<file path="src/rtl/uart_pkg.sv">
// Shared types for the UART transmit/receive blocks.
// The BREAK states exist only when UART_TX_BREAK_EN is defined.
package uart_pkg;

    localparam int MIN_CPB = 2;

    typedef enum logic [1:0] {
        PAR_NONE = 2'd0,
        PAR_EVEN = 2'd1,
        PAR_ODD  = 2'd2
    } parity_e;

    typedef enum logic [2:0] {
        IDLE,
        START,
        DATA,
        PARITY,
        STOP
`ifdef UART_TX_BREAK_EN
        ,
        BREAK,
        BREAK_MARK
`endif
    } tx_state_e;

    // Code 3 is reserved and behaves as "no parity".
    function automatic parity_e decode_parity(input logic [1:0] code);
        case (code)
            2'd1:    return PAR_EVEN;
            2'd2:    return PAR_ODD;
            default: return PAR_NONE;
        endcase
    endfunction

endpackage

</file>
<file path="src/rtl/uart_baud_tick.sv">
// Loadable bit-period down-counter: tick pulses in the last cycle of each period.
// Shared by the transmitter and the receiver.
module uart_baud_tick #(
    parameter int DIV_WIDTH = 16
) (
    input  logic                 clk,
    input  logic                 reset_n,
    input  logic                 load,
    input  logic                 en,
    input  logic [DIV_WIDTH-1:0] period,
    output logic                 tick
);

    logic [DIV_WIDTH-1:0] period_q;
    logic [DIV_WIDTH-1:0] cnt_q;

    // Load wins over enable so a new period can start in the same cycle the old one ends.
    always_ff @(posedge clk or negedge reset_n) begin
        if (!reset_n) begin
            period_q <= '0;
            cnt_q    <= '0;
        end else if (load) begin
            period_q <= period;
            cnt_q    <= period - DIV_WIDTH'(1);
        end else if (en) begin
            if (cnt_q == '0) begin
                cnt_q <= period_q - DIV_WIDTH'(1);
            end else begin
                cnt_q <= cnt_q - DIV_WIDTH'(1);
            end
        end
    end

    assign tick = en && (cnt_q == '0);

endmodule

</file>
<file path="src/rtl/uart_tx_frame.sv">
// Run-time configurable UART transmitter: start, DATA_WIDTH data bits LSB first, optional parity, 1/2 stops.
// Optional line-break generation is compiled in with UART_TX_BREAK_EN.
module uart_tx_frame
    import uart_pkg::*;
#(
    parameter int DATA_WIDTH  = 8,
    parameter int DIV_WIDTH   = 16,
    parameter int DEFAULT_CPB = 87
) (
    input  logic                  clk,
    input  logic                  reset_n,
    input  logic [DIV_WIDTH-1:0]  cfg_cpb,
    input  logic [1:0]            cfg_parity,
    input  logic                  cfg_stop2,
    input  logic                  s_valid,
    output logic                  s_ready,
    input  logic [DATA_WIDTH-1:0] s_data,
    output logic                  serial_tx,
    output logic                  busy,
    output logic                  done
`ifdef UART_TX_BREAK_EN
    ,
    input  logic                  break_req
`endif
);

    localparam int IDX_W = (DATA_WIDTH > 1) ? $clog2(DATA_WIDTH) : 1;

    tx_state_e             state_q, state_d;
    logic [DATA_WIDTH-1:0] shift_q, shift_d;
    logic [IDX_W-1:0]      idx_q, idx_d;
    logic                  par_en_q, par_en_d;
    logic                  par_bit_q, par_bit_d;
    logic                  stop2_q, stop2_d;
    logic                  stop_second_q, stop_second_d;
    logic                  tx_q, tx_d;
    logic                  load, tick, tick_en;
    logic                  last_stop, accept;
    logic [DIV_WIDTH-1:0]  cpb_eff;
    parity_e               par_mode;

    assign cpb_eff  = (cfg_cpb < DIV_WIDTH'(MIN_CPB)) ? DIV_WIDTH'(DEFAULT_CPB) : cfg_cpb;
    assign par_mode = decode_parity(cfg_parity);
    assign tick_en  = (state_q != IDLE);

    uart_baud_tick #(
        .DIV_WIDTH(DIV_WIDTH)
    ) u_baud_tick (
        .clk    (clk),
        .reset_n(reset_n),
        .load   (load),
        .en     (tick_en),
        .period (cpb_eff),
        .tick   (tick)
    );

    // Handshake: a word transfers on a rising edge with s_valid && s_ready. s_ready depends only
    // on registered state (IDLE, or the final cycle of the last stop bit), never on s_valid.
    assign last_stop = (state_q == STOP) && tick && (!stop2_q || stop_second_q);
    assign s_ready   = (state_q == IDLE) || last_stop;
    assign accept    = s_valid && s_ready;
    assign done      = last_stop;
    assign busy      = state_q inside {START, DATA, PARITY, STOP};
    assign serial_tx = tx_q;

    always_comb begin
        state_d       = state_q;
        shift_d       = shift_q;
        idx_d         = idx_q;
        par_en_d      = par_en_q;
        par_bit_d     = par_bit_q;
        stop2_d       = stop2_q;
        stop_second_d = stop_second_q;
        load          = 1'b0;
        tx_d          = 1'b1;

        case (state_q)
            IDLE: begin
`ifdef UART_TX_BREAK_EN
                if (!accept && break_req) state_d = BREAK;
`endif
            end
            START: begin
                if (tick) begin
                    state_d = DATA;
                    idx_d   = '0;
                end
            end
            DATA: begin
                if (tick) begin
                    if (idx_q == IDX_W'(DATA_WIDTH - 1)) begin
                        state_d = par_en_q ? PARITY : STOP;
                    end else begin
                        idx_d   = idx_q + 1'b1;
                        shift_d = shift_q >> 1;
                    end
                end
            end
            PARITY: begin
                if (tick) state_d = STOP;
            end
            STOP: begin
                if (last_stop) begin
                    state_d = IDLE;
                end else if (tick) begin
                    stop_second_d = 1'b1;
                end
            end
`ifdef UART_TX_BREAK_EN
            // The mark after a break uses the live divisor, not a captured one.
            BREAK: begin
                if (!break_req) begin
                    state_d = BREAK_MARK;
                    load    = 1'b1;
                end
            end
            BREAK_MARK: begin
                if (tick) state_d = IDLE;
            end
`endif
            default: state_d = IDLE;
        endcase

        if (accept) begin
            state_d       = START;
            shift_d       = s_data;
            par_en_d      = (par_mode != PAR_NONE);
            par_bit_d     = (par_mode == PAR_ODD) ? ~^s_data : ^s_data;
            stop2_d       = cfg_stop2;
            stop_second_d = 1'b0;
            load          = 1'b1;
        end

        // The line value is decided for the state being entered, so it is registered, glitch-free.
        case (state_d)
            START:      tx_d = 1'b0;
            DATA:       tx_d = shift_d[0];
            PARITY:     tx_d = par_bit_q;
`ifdef UART_TX_BREAK_EN
            BREAK:      tx_d = 1'b0;
`endif
            default:    tx_d = 1'b1;
        endcase
    end

    always_ff @(posedge clk or negedge reset_n) begin
        if (!reset_n) begin
            state_q       <= IDLE;
            shift_q       <= '0;
            idx_q         <= '0;
            par_en_q      <= 1'b0;
            par_bit_q     <= 1'b0;
            stop2_q       <= 1'b0;
            stop_second_q <= 1'b0;
            tx_q          <= 1'b1;
        end else begin
            state_q       <= state_d;
            shift_q       <= shift_d;
            idx_q         <= idx_d;
            par_en_q      <= par_en_d;
            par_bit_q     <= par_bit_d;
            stop2_q       <= stop2_d;
            stop_second_q <= stop_second_d;
            tx_q          <= tx_d;
        end
    end

endmodule
</file>
<file path="config.mk">
export PLATFORM = sky130hd
export DESIGN_NAME = uart_tx_frame
export DESIGN_NICKNAME = d
export VERILOG_FILES = /design/src/rtl/uart_pkg.sv /design/src/rtl/uart_baud_tick.sv /design/src/rtl/uart_tx_frame.sv
export SDC_FILE = /design/constraint.sdc
export NUM_CORES = 1
export LEC_CHECK = 0
export BUFFER_PORTS_ARGS = -buffer_cell sky130_fd_sc_hd__buf_2
export CAP_MARGIN = 20
export CORE_MARGIN = 2
export CORE_UTILIZATION = 55
export CTS_CLUSTER_DIAMETER = 30
export DETAILED_ROUTE_END_ITERATION = 6
export GPL_TIMING_DRIVEN = 0
export PLACE_DENSITY_LB_ADDON = 0.15
export SLEW_MARGIN = 10
export SYNTH_ARGS = -nofsm -noshare
export SYNTH_HDL_FRONTEND = slang
export SYNTH_SLANG_ARGS = --single-unit
</file>
<file path="constraint.sdc">
create_clock -name clk -period 8 [get_ports clk]
set_input_delay 2 -clock clk [delete_from_list [all_inputs] [get_ports clk]]
set_output_delay 2 -clock clk [all_outputs]
set_load 0.01 [all_outputs]
</file>
* Word level (Yosys, flattened, before mapping)
Cells that the tools add are included.
** Cells by class
- Reduce and logical (&&, ||, !) cells :: 22
- Add/sub/neg operators :: 4
- Magnitude comparators :: 1
- Equal/unequal tests :: 16
- Multiplexer cells :: 28
** Operators by type and width (count)
- 2-to-1 mux 16 bit :: 4
- subtractor 16 x 1 -> 16 bit, second input constant :: 3
- 2-to-1 mux 8 bit :: 4
- 2-to-1 mux 3 bit :: 10
- logical NOT 16 bit :: 1
- < comparator 16 x 2 -> 1 bit, second input constant :: 1
- one-hot mux 3 bit (5 select lines) :: 1
- == test 3 x 2 -> 1 bit, second input constant :: 4
- nonzero test 2 bit :: 6
- inequality test 2 bit, second input constant :: 4
- XNOR reduction 8 bit :: 1
- parity 8 bit :: 1
- == test 3 x 1 -> 1 bit, second input constant :: 2
- == test 3 bit, second input constant :: 2
- 2-to-1 mux 1 bit :: 6
- one-hot mux 3 bit (2 select lines) :: 1
- AND reduction 3 bit :: 2
- == test 2 bit, second input constant :: 2
- logical AND 1 bit :: 4
- one-hot mux 2 bit (2 select lines) :: 1
- AND reduction 4 bit :: 1
- nonzero test 4 bit :: 1
- adder 3 x 1 -> 3 bit, second input constant :: 1
- logical NOT 3 bit :: 1
- other kinds (6) :: 7
** Word-level totals
- Word-level logic and storage cells :: 82
- Output and inout port bits :: 4
- Register bits after elaboration :: 51
- Bits of input ports :: 30

* Depth between registers and ports, before layout
- Depth after elaboration :: 9
- Depth in mapped cells :: 16
- Gate-level depth less buffers :: 12

* Modules after synthesis
Synthesis repeated with hierarchy kept, for this count alone.
** Second synthesis, totals
- Cells, all modules :: 353
- Area total of the unflattened synthesis :: 3219.3 sq um
** By module, submodules not included
- uart_baud_tick :: cells an instance 226, instances 1, sequential area each 800.8 sq um, area an instance 1953.1 sq um
- uart_tx_frame :: cells an instance 127, instances 1, sequential area each 476.7 sq um, area an instance 1266.2 sq um

* Worst setup path after synthesis
No wires, ideal clock.
- Path kind :: input -> register
- Start point :: in s_valid
- End point :: reg u_baud_tick.cnt_q[12]
- Setup time :: 120 ps
- Stages :: 13
- Path buffers :: 1
- Setup slack :: 3306 ps
- Required time :: 7880 ps
- Data arrival time :: 4574 ps
- Cell sequence :: nor3b_1 > nand2_1 > o31ai_4 > buf_6 > nand2_2 > o21ai_0 > ha_1 > nor3b_1 > o21ai_0 > mux2_4 > nor4_1 > mux2i_1 > nand2_1
** On the way
- Cells in the longest elaborated chain, start to end :: 3
- Elaborated cells on any way between the ends :: 4
- Classes of those cells :: mux: 2; reduce/logical: 2
** RTL lines
- start: declaration :: RTL line uart_tx_frame.sv:15 : input logic s_valid,
- logical AND 1 bit (*) :: RTL line uart_tx_frame.sv:61 : assign accept = s_valid && s_ready;
- 2-to-1 mux 1 bit (*) :: RTL line uart_tx_frame.sv:124 : if (accept) begin
- 2-to-1 mux 16 bit / nonzero test 2 bit (equally long branches)
- end signal: assignment :: RTL line uart_baud_tick.sv:24 : cnt_q <= period - DIV_WIDTH'(1);
- end signal: assignment :: RTL line uart_baud_tick.sv:27 : cnt_q <= period_q - DIV_WIDTH'(1);
- end signal: assignment :: RTL line uart_baud_tick.sv:29 : cnt_q <= cnt_q - DIV_WIDTH'(1);
- end: declaration :: RTL line uart_baud_tick.sv:15 : logic [DIV_WIDTH-1:0] cnt_q;
Every way passes the cells marked *; elsewhere a longest branch is shown, timed or not.
A chain may end at the register's enable or synchronous reset.

* Worst setup path after layout
Ends and elaborated chain as after synthesis.

==> reports/metrics.cfg <==
[run]
maxCapViolations = 0

[routing]
first_pass_iters = 5
num_vias = 3309
finalWirelength_mm = 9.17
post_drt_wl_per_cell_um = 17.9
drc = 0
drt.antenna.violating_nets = 0
drt_iter0_drc = 389
vias_per_cell = 6.45

[cts]
ctsHoldBuffers = 0
cts_buffers = 5
postCtsSetupRepairBufs = 0
cts.path.max_buffers = 2
clk-insertion-delay-late_ns = 0.32
clkTransAtPathRegs_ns = 0.10
cts_sinks = 51
post_cts_resized = 0
clockRootBuffer = clkbuf_8
htreeDepth = 2
cts_tree = done

[sta]
timing.fmax_mhz = 190
finalSetupViolations = 0
slew_headroom = 0.346
rsz0062_at_grt = false
finalHoldViolCount = 0
fin_worst_skew_ns = 0.0132
worst_slew_pin_slew_ns = 0.972
setup_tns_ns = 0
fin_crit_sh = 0.658
timing.final.ws_setup_ns = 2.74
drv_slew = 0
period_minus_slack_ns = 5.26

[run_status]
status = finished, final reports clean

[logic_synthesis]
ys_types = 74
syn_nets = 430
ys_seq_elements = 51
synth_most_common_cell = nand2_1
ys_top_cells_by_count = nand2_1 (72), dfrtp_1 (50), nor2_1 (30)
syn_area_mm2 = 0.00347
ys_seq_area_frac = 0.369
synth_edf_count = 0
ys_warn_count = 0
syn_inst = 396
synth_top_area_share = 0.361
ys_async_sr_fraction = 1.00
yosys-top-cells-area = dfrtp_1 (36%), nand2_1 (7.8%), o21ai_0 (3.6%)
synthFlopType = dfrtp_1
avgSynthCellArea_um2 = 8.75
synth_area_leader_cell = dfrtp_1

[power]
leakage_uw = 0.00167
ir_drop_mv = 0.173
total_power_uw = 996
powerDensity_mw_per_mm2 = 258

[placed_design]
port_buffers = 33
dp_slack_ns = 2.56
gp_congestion = 0.973
dp_hpwl_mm = 6.83
dpl-instance-area_mm2 = 0.00374

[finish]
syn2layout_area_growth_pct = 11.6
finalInstanceArea_mm2 = 0.00387
final_util = 0.645
antenna_cells = 0
layout-drive-gt1-share = 0.196
fin_nets = 471

[setup_path]
critPathArrivalTime_ns = 5.48
slowest_delay_ns = 0.52
timing.critical_path.from = s_valid
end_kind = register
critical_path.startpoint_type = primary input
critPathKind = in2reg
cp_max_fo = 10
r2r_start = state_q[0]
required_ns = 8.21
crit_chain = buf_2 > nor3b_1 > nand2_1 > o31ai_4 > buf_6 > nand2_2 > o21ai_0 > ha_1 > nor3b_1 > o21ai_0 > mux2_4 > nor4_1 > mux2i_1 > nand2_1
r2r_cells = 14
slowest_stage = nor4_1

[global_routing]
grt_overflow = 0
grt_pass1_wl_mm = 15.3
grt_usage = 0.269
antenna_found_initial = 0
grt_max_degree = 29
grt_pass1_vias = 3098

[floorplanning]
dieArea_mm2 = 0.00695
coreArea_mm2 = 0.00599
die_h_um = 83.4
start_util = 0.579
num_io_pins = 34
row_count = 28
die_x_um = 83.4

[min_path]
min_path_cells = 2
hp-start = shift_q[2]
hp-class = reg2reg

==> final timing paths <==
kind	to	slack, ns
min	shift_q[2]	0.48
max	u_baud_tick.cnt_q[12]	2.74
min in group asynchronous	idx_q[2]	1.66
max reg2reg	u_baud_tick.cnt_q[12]	3.89
min reg2reg	shift_q[2]	0.48
max in group asynchronous	serial_tx	5.73
==> layout by cell type, fill, tap and decap left out, types with 3 or more instances in the layout <==
master    count
xnor2_1      10
o22a_1        7
buf_2        45
nor2_1       30
inv_1         7
xor2_1        4
o22ai_1       4
mux2i_1       6
nand2_1      72
o21ai_0      25
clkbuf_1      6
or3_1         7
a211o_1       3
a22o_1        4
dfrtp_1      50
ha_1          4
a211oi_1      3
nor4_1        8
nor3_1       13
nand4_1       5
nand3_1      13
clkbuf_8      6
a31oi_1       5
o221a_2       3
or4_1         5
o211ai_1      5
a22oi_1       6
a21oi_1      16
==> logic make-up (layout without fill, tap and decap cells) <==
group	count (synthesis)	in the layout	share of synthesized area
XOR/XNOR	14	14	0.0354
flip-flops	51	51	0.369
adder cells (fa/ha/maj)	4	4	0.0144
AO/OA/AOI/OAI	109	109	0.232
buffers and inverters	29	71	0.0401
multiplexers	10	10	0.0357
AND/OR/NAND/NOR	179	179	0.274
==> through the flow <==
step | std cells | hold WS [ns]
2_1_floorplan | 396 | 0.439
3_3_place_gp | 504 | 0.461
3_5_place_dp | 505 | 0.465
4_1_cts | 513 | 0.491
5_1_grt | 513 | 0.501
6_report | 513 | 0.482
==> state kept, by name (all words and copies together), names as in the netlist <==
register	flops
par_bit_q	1
idx_q	3
u_baud_tick.cnt_q	16
stop2_q	1
par_en_q	1
state_q	3
stop_second_q	1
shift_q	8
u_baud_tick.period_q	16
serial_tx	1
==> power breakdown <==
group	switching (uW)	internal (uW)	total, uW
combinational	212	171	383
sequential	83.6	334	418
clock	92.2	103	195
total	388	608	996
==> worst max-delay path, delay by kind of cell <==
| kind | cells | cell delay (ns) |
|---|---|---|
| buf+inv | 2 | 0.34 |
| fa+ha+maj | 1 | 0.27 |
| compound gates | 3 | 0.74 |
| mux | 2 | 0.61 |
| simple gates | 6 | 1.52 |
==> final cells by class <==
cell class	count	area, um^2
clock inverters	2	38.8
fillers	527	2120
repair buffers	34	185
flip-flops and latches	51	1280
clock buffers	6	82.6
inverters	7	26.3
plain buffers	22	113
multi-input cells	316	2050
well taps	75	93.8
==> metal layers <==
metal  part of all wire  track usage
met5                  0            0
met4              0.027        0.107
met1               0.45        0.374
met2               0.44        0.413
met3              0.084       0.0507
Power figures use the tool's default switching activity.
